--- src/rtl/wb_arb_pkg.sv ---
// wb_arb_pkg: shared arbiter state encoding and response bundle
package wb_arb_pkg;
  typedef enum logic [1:0] {IDLE, OWN, ABORT} arb_state_e;
  typedef struct packed {
    logic ack;
    logic err;
    logic rty;
  } wb_rsp_t;
endpackage

--- src/rtl/wb_rr_arbiter_rr_pick.sv ---
// rr_pick: combinational round-robin picker starting after the last owner
module rr_pick #(
  parameter int N  = 2,
  parameter int IW = $clog2(N)
) (
  input  logic [N-1:0]  req,
  input  logic [IW-1:0] last,
  output logic [N-1:0]  gnt,
  output logic [IW-1:0] idx
);
  // scan from farthest to nearest so the requester closest after last wins
  always_comb begin
    gnt = '0;
    idx = '0;
    for (int i = N; i >= 1; i--) begin
      if (req[(int'(last) + i) % N]) begin
        gnt = '0;
        gnt[(int'(last) + i) % N] = 1'b1;
        idx = IW'((int'(last) + i) % N);
      end
    end
  end
endmodule

--- src/rtl/wb_rr_arbiter.sv ---
// wb_rr_arbiter: round-robin Wishbone B3 master arbiter with stall watchdog
module wb_rr_arbiter
  import wb_arb_pkg::*;
#(
  parameter int NR_MASTERS = 2,
  parameter int AW         = 32,
  parameter int DW         = 32,
  parameter int TIMEOUT    = 255
) (
  input  logic                       clk_i,
  input  logic                       rst_ni,
  input  logic [NR_MASTERS*AW-1:0]   m_adr_i,
  input  logic [NR_MASTERS*DW-1:0]   m_dat_i,
  input  logic [NR_MASTERS*DW/8-1:0] m_sel_i,
  input  logic [NR_MASTERS-1:0]      m_we_i,
  input  logic [NR_MASTERS-1:0]      m_cyc_i,
  input  logic [NR_MASTERS-1:0]      m_stb_i,
  output logic [DW-1:0]              m_dat_o,
  output logic [NR_MASTERS-1:0]      m_ack_o,
  output logic [NR_MASTERS-1:0]      m_err_o,
  output logic [NR_MASTERS-1:0]      m_rty_o,
  output logic [AW-1:0]              s_adr_o,
  output logic [DW-1:0]              s_dat_o,
  output logic [DW/8-1:0]            s_sel_o,
  output logic                       s_we_o,
  output logic                       s_cyc_o,
  output logic                       s_stb_o,
  input  logic [DW-1:0]              s_dat_i,
  input  logic                       s_ack_i,
  input  logic                       s_err_i,
  input  logic                       s_rty_i,
  output logic [NR_MASTERS-1:0]      grant_o,
  output logic                       timeout_o
);
  localparam int IW = $clog2(NR_MASTERS);
  localparam int CW = (TIMEOUT > 0) ? $clog2(TIMEOUT + 1) : 1;
  localparam logic [CW:0] TO = (CW + 1)'(TIMEOUT);

  arb_state_e state, state_n;
  logic [NR_MASTERS-1:0] grant, grant_n, pick_gnt;
  logic [IW-1:0] gidx, gidx_n, last, last_n, pick_idx;
  logic [CW-1:0] cnt, cnt_n;
  logic [CW:0] cnt_inc;
  wb_rsp_t rsp;
  logic own, ab, owner_cyc, stall, expire;

  rr_pick #(.N(NR_MASTERS), .IW(IW)) u_pick (
    .req  (m_cyc_i),
    .last (last),
    .gnt  (pick_gnt),
    .idx  (pick_idx)
  );

  assign rsp       = '{ack: s_ack_i, err: s_err_i, rty: s_rty_i};
  assign own       = state == OWN;
  assign ab        = state == ABORT;
  assign owner_cyc = m_cyc_i[gidx];
  assign stall     = s_stb_o & ~(rsp.ack | rsp.err | rsp.rty);
  assign cnt_inc   = {1'b0, cnt} + (CW + 1)'(1);
  assign expire    = (TIMEOUT != 0) && stall && (cnt_inc == TO);

  assign s_adr_o   = own ? m_adr_i[AW*gidx +: AW] : '0;
  assign s_dat_o   = own ? m_dat_i[DW*gidx +: DW] : '0;
  assign s_sel_o   = own ? m_sel_i[(DW/8)*gidx +: DW/8] : '0;
  assign s_we_o    = own & m_we_i[gidx];
  assign s_cyc_o   = own & owner_cyc;
  assign s_stb_o   = own & m_stb_i[gidx];
  assign m_dat_o   = s_dat_i;
  assign m_ack_o   = (own & rsp.ack) ? grant : '0;
  assign m_err_o   = (ab | (own & rsp.err)) ? grant : '0;
  assign m_rty_o   = (own & rsp.rty) ? grant : '0;
  assign grant_o   = grant;
  assign timeout_o = ab;

  // arbitration, release and watchdog decisions
  always_comb begin
    state_n = state;
    grant_n = grant;
    gidx_n  = gidx;
    last_n  = last;
    cnt_n   = '0;
    if (state == IDLE) begin
      if (|m_cyc_i) begin
        state_n = OWN;
        grant_n = pick_gnt;
        gidx_n  = pick_idx;
      end
    end else if (state == OWN) begin
      if (!owner_cyc) begin
        state_n = IDLE;
        grant_n = '0;
        last_n  = gidx;
      end else if (expire) begin
        state_n = ABORT;
      end else begin
        cnt_n = stall ? cnt_inc[CW-1:0] : '0;
      end
    end else begin
      state_n = owner_cyc ? OWN : IDLE;
      grant_n = owner_cyc ? grant : '0;
      last_n  = owner_cyc ? last : gidx;
    end
  end

  // state, owner and watchdog registers; master 0 has first priority out of reset
  always_ff @(posedge clk_i or negedge rst_ni) begin
    if (!rst_ni) begin
      state <= IDLE;
      grant <= '0;
      gidx  <= '0;
      last  <= IW'(NR_MASTERS - 1);
      cnt   <= '0;
    end else begin
      state <= state_n;
      grant <= grant_n;
      gidx  <= gidx_n;
      last  <= last_n;
      cnt   <= cnt_n;
    end
  end
endmodule

--- config.mk ---
export PLATFORM = sky130hd
export DESIGN_NAME = wb_rr_arbiter
export DESIGN_NICKNAME = d
export VERILOG_FILES = /design/src/rtl/wb_arb_pkg.sv /design/src/rtl/wb_rr_arbiter_rr_pick.sv /design/src/rtl/wb_rr_arbiter.sv
export SDC_FILE = /design/constraint.sdc
export NUM_CORES = 1
export LEC_CHECK = 0
export ABC_AREA = 1
export BUFFER_PORTS_ARGS = -buffer_cell sky130_fd_sc_hd__buf_2
export CORE_AREA = 2 2 112 114
export CTS_CLUSTER_DIAMETER = 50
export DETAILED_ROUTE_END_ITERATION = 6
export DIE_AREA = 0 0 114 116
export PLACE_DENSITY_LB_ADDON = 0.25
export SYNTH_ARGS = -nofsm -noshare
export SYNTH_HDL_FRONTEND = slang
export SYNTH_SLANG_ARGS = --single-unit
--- constraint.sdc ---
create_clock -name clk_i -period 1.38 [get_ports clk_i]
set_input_delay 0.138 -clock clk_i [delete_from_list [all_inputs] [get_ports clk_i]]
set_output_delay 0.138 -clock clk_i [all_outputs]
set_load 0.01 [all_outputs]
==> flow_metrics.py, run 1 <==
metrics = {
    "logic_synthesis": {
        "ys_async_sr_fraction_pct": 100.0,
        "yosys_register_bits": 14,
        "syn_inst": 388,
        "synth_ff_type": "dfrtp_1",
        "synth_fp_nets": 569,
        "synth_edf_count": 0,
        "synth_cell_type_count": 29,
        "synth-seq-area-share_pct": 16.47,
        "yosys_warnings": 0,
        "synth_area_leader_cell": "nand2_1",
        "synthTopCellsByCount": "nand2_1 (160), a21oi_1 (70), buf_4 (32), inv_1 (23), clkbuf_1 (15)",
        "synthesis.area_um2": 2135,
        "synth_top_area_share_pct": 28.14,
        "netlist_top_cells_area": "nand2_1 (28%), a21oi_1 (16%), dfrtp_1 (15%)",
        "avgSynthCellArea_um2": 5.501,
        "yosysMostFrequentCell": "nand2_1",
    },
    "place": {
        "numPortBuffers": 226,
        "placed_cell_area_um2": 3339,
        "place.detailed.hpwl_um": 8300,
        "gp_congestion": 0.8447,
        "dp_worst_setup_slack_ns": -0.1587,
    },
    "min_path": {
        "hp-class": "in -> reg",
        "whs_path_depth": 3,
    },
    "global_routing": {
        "antenna_found_initial": 0,
        "grt_max_degree": 23,
        "grt_pass1_wl_um": 14350,
        "grt_overflow": 0,
        "grtUsageTotal_pct": 13.63,
        "grt_pass1_vias": 2845,
    },
    "clocking": {
        "cts_sinks": 14,
        "root_buffer": "clkbuf_16",
        "clk_pin_slew_ns": 0.05,
        "clk_path_buf_depth": 2,
        "clock_latency_ns": 0.24,
        "h-tree-depth": 1,
        "numCtsBuffers": 3,
        "cts_tree": "done",
    },
    "route": {
        "route.vias.total": 3188,
        "drt_pass1_iterations": 4,
        "vias_per_cell": 4.268,
        "wl_per_cell_um": 13.92,
        "drc": 0,
        "wl_um": 10400,
        "ant_nets": 0,
        "drtIter0Drc": 102,
    },
    "worst_setup_path": {
        "crit_path_end_kind": "primary output",
        "cp_slowest_stage_delay_ns": 0.48,
        "slowest_stage": "dfrtp_2",
        "crit_top_cell": "buf_6",
        "crit_chain": "buf_8, buf_6, buf_6, nand2_2, a21oi_2, buf_2",
        "crit_fanout": 6,
        "crit_required_ns": 1.24,
        "crit_type": "reg -> out",
        "arrival_ns": 1.44,
        "worstSetupStartpointType": "register",
        "reg2regPathDepth": 11,
        "critPathTopFamily": "buffers and inverters",
        "critPathBufInv": 4,
        "cp.depth": 6,
    },
    "cells_and_area": {
        "final_nets": 782,
        "drive_gt1_share_pct": 62.83,
        "n_antenna_cell": 0,
        "area_delta_synth_final_pct": 90.39,
        "design_area_um2": 4064,
    },
    "floorplanning": {
        "core_um2": 11910,
        "rows": 40,
        "dieArea_um2": 13220,
        "fp.dieH_um": 116,
        "die_w_um": 114,
        "ioPinCount": 291,
        "start_util_pct": 17.92,
    },
    "power_and_ir_drop": {
        "comb_power_share_pct": 83.7,
        "p_int_uw": 3596,
        "powerDensity_nw_per_um2": 1789,
        "p_sw_uw": 3675,
        "peakVddDrop_v": 0.0004810,
        "p_seq_share_pct": 8.0,
        "p_clk_share_pct": 8.4,
        "p_leak_uw": 0.002152,
        "switching_share_pct": 50.55,
    },
    "timing": {
        "final.setup.worst_slack_ns": -0.1937,
        "max_freq_mhz": 635.4,
        "slew_viol_final": 0,
        "rsz0062_at_grt": "yes",
        "clock_skew_ns": 0.0006964,
        "finalCritPeriodShare_pct": 114.0,
        "relSlewSlack_pct": 78.76,
        "tightest_slew_ns": 0.3186,
        "period_needed_ns": 1.574,
        "setup_viol": 86,
        "hold_viol": 0,
    },
    "outcome": {
        "outcome": "finished, violations left",
        "violations": "negative setup slack",
    },
    "job": {
        "cap_violations": 0,
    },
}
==> per-layer routing <==
layer  up-vias  GRT usage (%)  part of all wire, %  wire length [um]
met4         0          3.089                  1.1               118
met2       133          25.67                   54              5606
li1       1612              -                    -                 -
met5         -              0                    0                 0
met1      1429          16.30                   39              4045
met3        14          2.040                  6.0               627
==> power groups by stage <==
stage | Combinational (uW) | Clock [uW] | Sequential [uW]
detailed placement | 4690 | 0 | 568
global route | 6580 | 635 | 590
CTS | 5750 | 620 | 582
global placement | 4660 | 0 | 567
floorplan | 2660 | 0 | 548
finish | 6080 | 608 | 579
==> cells in the final DEF (no fill, tap or decap), types with 3 or more instances in the layout <==
master and n:
nand3_1 5, a21oi_4 3, nor2_2 9, inv_2 5, nand2_4 6, buf_6 10
buf_16 3, buf_12 6, clkbuf_16 4, a21oi_1 32, nand2_1 137, inv_1 22
buf_4 22, nor2_1 5, nor3_2 4, nand2_2 24, nor2_4 10, nand3_2 3
buf_2 219, o21ai_0 3, dfrtp_1 11, a21oi_2 36
==> layout make-up <==
type                       count  area (um^2)
sequential                    14        354.1
multi-input combinational    290         1684
timing repair buffer         263         1627
inverter                      29        126.4
clock buffer                   4        88.84
tap                          147        183.9
fill                        1295         7848
==> per-stage QoR <==
| stage | std cells | util (%) | setup TNS (ns) | total power, uW | hold WS [ns] |
|---|---|---|---|---|---|
| 6_report | 747 | 34.12 | -10.50 | 7271 | 0.2130 |
| 5_1_grt | 747 | 34.12 | -17.60 | 7809 | 0.2457 |
| 3_3_place_gp | 729 | 28.04 | -0.8434 | 5231 | 0.05292 |
| 4_1_cts | 745 | 32.31 | -13.35 | 6948 | 0.1873 |
| 3_5_place_dp | 729 | 28.04 | -1.455 | 5259 | 0.05574 |
| 2_1_floorplan | 388 | - | -0.2260 | 3210 | -0.1576 |
==> cell families (layout without fill, tap and decap cells) <==
| group | after synthesis | after routing | synth area share (%) |
|---|---|---|---|
| compound gates | 81 | 81 | 19.46 |
| fa+ha+maj | 2 | 2 | 1.172 |
| buf+inv | 84 | 296 | 21.10 |
| flops | 14 | 14 | 16.47 |
| simple gates | 207 | 207 | 41.79 |
==> timing repair <==
item / CTS / global route
endpoints found under the hold margin: 13 / 0
gates resized for setup: 72 / 50
setup endpoints to repair: 86 / 89
pin swaps: 13 / 18
hold buffers: 1 / 0
gates cloned: 3 / 1
setup buffers: 8 / 2
==> state kept, by name (all words and copies together) (netlist names) <==
| name | count |
|---|---|
| last | 1 |
| gidx | 1 |
| cnt | 8 |
| grant_o | 2 |
| state | 2 |
==> worst paths after layout <==
kind / from / end / slack [ns]
min in group asynchronous: rst_ni / grant_o[1] / 0.32
setup / recovery: gidx / s_dat_o[2] / -0.19
hold reg to reg: last / last / 0.52
max in group asynchronous: rst_ni / last / 0.77
hold / removal: m_cyc_i[0] / state[0] / 0.21
setup reg to reg: cnt[0] / cnt[0] / -0.13
==> tightest hold or removal path, stage by stage <==
cell	delay (ns)
buf_2	0.10
nor3_1	0.06
o21ai_1	0.12
No activity file was read; power rests on OpenSTA's default activity.
==> inputs of run 2 (changes only) <==
Settings changed: ABC_AREA 1 to unset, CELL_PAD_IN_SITES_DETAIL_PLACEMENT set to 0, CELL_PAD_IN_SITES_GLOBAL_PLACEMENT set to 1, CORE_AREA 2 2 112 114 to unset, CORE_MARGIN set to 2, CORE_UTILIZATION set to 17, DIE_AREA 0 0 114 116 to unset.
==> flow_metrics.py, run 2 <==
metrics = {
    "route": {
        "drc": 0,
        "drtIter0Drc": 72,
        "vias_per_cell": 4.087,
        "ant_nets": 0,
        "route.vias.total": 2783,
        "drt_pass1_iterations": 4,
        "wl_per_cell_um": 15.07,
        "wl_um": 10260,
    },
    "global_routing": {
        "grtUsageTotal_pct": 12.54,
        "grt_pass1_vias": 2517,
        "grt_max_degree": 26,
        "grt_pass1_wl_um": 13140,
        "antenna_found_initial": 0,
        "grt_overflow": 0,
    },
    "clocking": {
        "clock_latency_ns": 0.24,
        "clk_pin_slew_ns": 0.05,
        "cts_tree": "done",
        "h-tree-depth": 1,
        "numCtsBuffers": 3,
        "root_buffer": "clkbuf_16",
        "cts_sinks": 14,
        "clk_path_buf_depth": 2,
    },
    "cells_and_area": {
        "final_nets": 695,
        "n_antenna_cell": 0,
        "drive_gt1_share_pct": 64.13,
        "largest_reg_flops": 8,
        "final_cell_mix": "buf_2 (216), nor2_1 (63), mux2i_1 (61), buf_4 (22), buf_6 (18)",
        "n_fill_cell": 1280,
        "stdcell_count": 681,
        "regMostFlops": "cnt",
        "area_delta_synth_final_pct": 97.13,
        "layout_commonest_cell": "buf_2",
    },
    "logic_synthesis": {
        "synth_edf_count": 0,
        "synth-seq-area-share_pct": 16.44,
        "yosys_warnings": 0,
        "synth_top_area_share_pct": 32.77,
        "syn_inst": 283,
        "ys_async_sr_fraction_pct": 100.0,
        "synthesis.area_um2": 2138,
        "yosys_register_bits": 14,
        "synthTopCellsByCount": "nor2_1 (74), mux2i_1 (70), buf_4 (32), dfrtp_1 (13)",
        "synth_cell_type_count": 38,
        "synth_area_leader_cell": "mux2i_1",
        "synth_ff_type": "dfrtp_1",
        "netlist_top_cells_area": "mux2i_1 (33%), dfrtp_1 (15%), nor2_1 (13%)",
        "yosysMostFrequentCell": "nor2_1",
        "synth_fp_nets": 464,
        "avgSynthCellArea_um2": 7.556,
    },
    "timing": {
        "clock_skew_ns": 0.001955,
        "period_needed_ns": 1.647,
        "hold_viol": 0,
        "slew_viol_final": 0,
        "holdWs_ns": 0.2548,
        "relSlewSlack_pct": 77.06,
        "rsz0062_at_grt": "yes",
        "final.setup.worst_slack_ns": -0.2671,
        "max_freq_mhz": 607.1,
        "setup_viol": 87,
        "tightest_slew_ns": 0.3441,
        "finalCritPeriodShare_pct": 119.4,
    },
    "worst_setup_path": {
        "r2r-start": "cnt[0]",
        "reg2reg_to": "cnt[2]",
        "r2r_setup_slack_ns": -0.27,
        "cp_slowest_stage_delay_ns": 0.41,
        "reg2regPathDepth": 6,
        "worstSetupStartpointType": "register",
        "cp.depth": 6,
        "critPathBufInv": 1,
        "slowest_stage": "dfrtp_2",
        "crit_required_ns": 1.51,
        "cp-startpoint": "cnt[0]",
        "crit_chain": "buf_4, nand3_2, or3_4, a21oi_4, a41o_4, nor2b_2",
        "crit_fanout": 7,
        "cp-endpoint": "cnt[2]",
        "crit_type": "reg -> reg",
        "arrival_ns": 1.78,
        "crit_path_end_kind": "register",
        "critPathTopFamily": "simple AND/OR/NAND/NOR gates",
    },
    "floorplanning": {
        "start_util_pct": 17.58,
        "dieArea_um2": 13490,
        "rows": 40,
        "core_um2": 12160,
        "fp.dieH_um": 116.2,
        "die_w_um": 116.2,
        "ioPinCount": 291,
    },
    "min_path": {
        "hp-class": "in -> reg",
    },
    "place": {
        "dp_worst_setup_slack_ns": -0.3352,
        "numPortBuffers": 226,
        "place_inst": 655,
        "place.detailed.hpwl_um": 7036,
        "gp_congestion": 0.7652,
    },
    "power_and_ir_drop": {
        "peakVddDrop_v": 0.0005430,
        "p_leak_uw": 0.002300,
        "powerDensity_nw_per_um2": 1820,
    },
    "outcome": {
        "outcome": "finished, violations left",
        "violations": "negative setup slack",
    },
    "job": {
        "cap_violations": 0,
    },
}
==> run 2: cells by family (layout without fill, tap and decap cells) <==
group	Yosys count	in the layout	share of synthesized area (%)
AOI/OAI and AO/OA	25	25	8.309
xor gates and xnor gates	4	4	1.639
adders and majority gates	2	2	1.170
buffers and inverters	53	282	15.45
DFF	14	14	16.44
muxes	70	70	32.77
and+or+nand+nor	115	116	24.22
==> run 2: layout make-up <==
type / count / area (um^2) / area share (%)
Clock buffer: 4 / 88.84 / 2.107
Tap cell: 168 / 210.2 / 4.987
Sequential cell: 14 / 356.6 / 8.459
Multi-Input combinational cell: 217 / 1652 / 39.18
Inverter: 3 / 11.26 / 0.2671
Timing Repair Buffer: 275 / 1897 / 45.00
==> run 2: what timing repair did <==
action                     4_1_cts  5_1_grt
setup buffers                    7        0
setup endpoints to repair       87       90
hold endpoints to repair        13        0
pin swaps                       16       10
hold buffers                     1        0
gates cloned                     6        8
gates resized for setup         41       40
==> run 2: worst min-delay path by stage <==
stage                startpoint           to  depth (start not counted)
global placement         rst_ni       cnt[2]                          1
CTS                  m_cyc_i[0]         last                          3
global route        s_dat_i[21]  m_dat_o[21]                          0
floorplan                rst_ni       cnt[0]                          0
finish               m_cyc_i[0]         last                          3
detailed placement       rst_ni       cnt[2]                          1
==> run 2: metrics by stage <==
step | instance area (um^2) | setup TNS [ns] | util (%) | total power [uW]
after floorplan | 2157 | -1.941 | - | 3334
after global placement | 3433 | -2.290 | 28.23 | 5090
after detailed placement | 3433 | -2.881 | 28.23 | 5111
after CTS | 3914 | -18.58 | 32.18 | 6875
after global routing | 4215 | -22.22 | 34.66 | 8207
final | 4215 | -17.31 | 34.66 | 7673
==> run 2: layer usage <==
metal  up-vias  wire, um  track usage, %
met5         -         0               0
met4         0        80           2.063
met3         8       696           2.543
met2       138      5395           23.82
met1      1249      4087           14.74
li1       1388         -               -
==> run 2: tightest hold or removal path, delay by kind of cell <==
| kind | cells | cell delay [ns] |
|---|---|---|
| simple gates | 1 | 0.06 |
| buf+inv | 1 | 0.16 |
| compound gates | 1 | 0.11 |
==> run 2: where the power goes <==
group          internal [uW]  total (uW)  switching, uW
clock network            440         619            178
logic                   3430        6460           3040
registers                504         591           87.5
==> inputs of run 3 (changes only) <==
Settings changed: CELL_PAD_IN_SITES_DETAIL_PLACEMENT 0 to 1, CELL_PAD_IN_SITES_GLOBAL_PLACEMENT 1 to 2, CORE_UTILIZATION 17 to 13.
Clock period 1.38 ns to 1.65 ns, I/O delays scaled along.
==> flow_metrics.py, run 3 (synthesis gave the netlist of run 2 again) <==
metrics = {
    "outcome": {
        "outcome": "finished, violations left",
        "violations": "negative setup slack",
    },
    "floorplanning": {
        "ioPinCount": 291,
        "dieArea_um2": 17490,
        "fp.dieH_um": 132.3,
        "start_util_pct": 13.36,
        "die_w_um": 132.3,
        "rows": 46,
        "core_um2": 16000,
    },
    "power_and_ir_drop": {
        "p_total_uw": 5877,
        "powerDensity_nw_per_um2": 1486,
        "p_leak_uw": 0.002168,
        "peakVddDrop_v": 0.0005622,
    },
    "timing": {
        "period_needed_ns": 1.686,
        "max_freq_mhz": 593.0,
        "slew_viol_final": 0,
        "final.setup.worst_slack_ns": -0.03646,
        "hold_viol": 0,
        "rsz0062_at_grt": "yes",
        "relSlewSlack_pct": 73.50,
        "holdWs_ns": 0.2813,
        "setup_viol": 16,
        "clock_skew_ns": 0.003364,
        "tightest_slew_ns": 0.3960,
        "finalCritPeriodShare_pct": 102.2,
    },
    "route": {
        "wl_um": 11590,
        "ant_nets": 0,
        "drtIter0Drc": 55,
        "wl_per_cell_um": 16.31,
        "drc": 0,
        "drt_pass1_iterations": 5,
        "vias_per_cell": 3.882,
        "route.vias.total": 2760,
    },
    "cells_and_area": {
        "utilization_pct": 24.72,
        "regMostFlops": "cnt",
        "layout_commonest_cell": "buf_2",
        "final_cell_mix": "buf_2 (223), mux2i_1 (66), nor2_1 (41), nor2_2 (33), buf_4 (17)",
        "drive_gt1_share_pct": 65.25,
        "n_antenna_cell": 0,
        "final_nets": 677,
        "largest_reg_flops": 8,
        "area_delta_synth_final_pct": 84.96,
        "stdcell_count": 711,
    },
    "clocking": {
        "h-tree-depth": 1,
        "numCtsBuffers": 3,
        "root_buffer": "clkbuf_16",
        "clk_path_buf_depth": 2,
        "cts_tree": "done",
        "cts_sinks": 14,
        "clk_pin_slew_ns": 0.05,
        "clock_latency_ns": 0.25,
    },
    "min_path": {
        "hp-class": "in -> reg",
        "worstHoldEndpoint": "last",
        "worstHoldStart": "m_cyc_i[0]",
        "whs_path_depth": 3,
    },
    "global_routing": {
        "antenna_found_initial": 0,
        "grt_max_degree": 27,
        "grt_pass1_vias": 2927,
        "grt_overflow": 0,
        "grtUsageTotal_pct": 11.21,
        "grt_pass1_wl_um": 15610,
    },
    "place": {
        "dp_worst_setup_slack_ns": -0.03162,
        "numPortBuffers": 226,
        "place.detailed.hpwl_um": 8178,
        "gp_congestion": 0.7160,
        "place_inst": 692,
    },
    "worst_setup_path": {
        "r2r_setup_slack_ns": -0.04,
        "arrival_ns": 1.86,
        "crit_fanout": 7,
        "reg2reg_to": "cnt[5]",
        "r2r-start": "gidx",
        "critPathBufInv": 0,
        "critPathTopFamily": "flip-flops",
        "worstSetupStartpointType": "register",
        "crit_required_ns": 1.82,
        "slowest_stage": "dfrtp_4",
        "crit_path_end_kind": "register",
        "crit_chain": "mux2i_1, nand3b_1, or2_1, a41o_4, a21oi_1",
        "reg2regPathDepth": 5,
        "crit_type": "reg -> reg",
        "cp_slowest_stage_delay_ns": 0.56,
    },
    "job": {
        "cap_violations": 0,
    },
}
==> run 3: area by class of cell <==
cell class	count	area (um^2)
Timing Repair Buffer	257	1592
Multi-Input combinational cell	217	1634
Fill cell	1989	12050
Sequential cell	14	359.1
Clock buffer	4	88.84
Inverter	3	11.26
Tap cell	216	270.3
==> run 3: routing by layer <==
layer / part of all wire [%] / vias to the layer above / track usage (%)
li1: - / 1350 / -
met1: 40 / 1269 / 11.27
met2: 53 / 126 / 23.03
met3: 5.9 / 15 / 2.422
met4: 1.0 / 0 / 2.688
met5: 0 / - / 0
==> run 3: per-stage QoR <==
step           cell area, um^2   TNS, ns
4_1_cts                   3616    -1.840
5_1_grt                   3955    -3.829
3_5_place_dp              3382   -0.1254
2_1_floorplan             2141         0
3_3_place_gp              3382  -0.01066
6_report                  3955   -0.1409
==> run 3: how the worst max path moves through the flow <==
stage                start          end  slack, ns  cells after the start
floorplan           cnt[0]       cnt[5]       0.01                      6
global route        cnt[0]       cnt[5]       -0.1                      6
CTS                   gidx  s_adr_o[10]      -0.06                      4
global placement    cnt[0]       cnt[5]     -0.009                      6
detailed placement  cnt[2]       cnt[5]      -0.03                      5
finish                gidx       cnt[5]      -0.04                      5
==> run 3: power by group <==
group	switching, uW	internal (uW)
Clock	154	368
Combinational	2520	2310
Sequential	102	423
==> run 3: timing repair <==
item | in CTS | in global routing
setup endpoints to repair | 72 | 77
hold buffers | 1 | 0
endpoints found under the hold margin | 13 | 0
setup buffers | 2 | 2
gates resized for setup | 16 | 53
pin swaps | 4 | 8
gates cloned | 2 | 8
==> run 3: worst min-delay path: stages <==
cell	delay [ns]
buf_2	0.16
o21ai_0	0.10
nand2_1	0.06
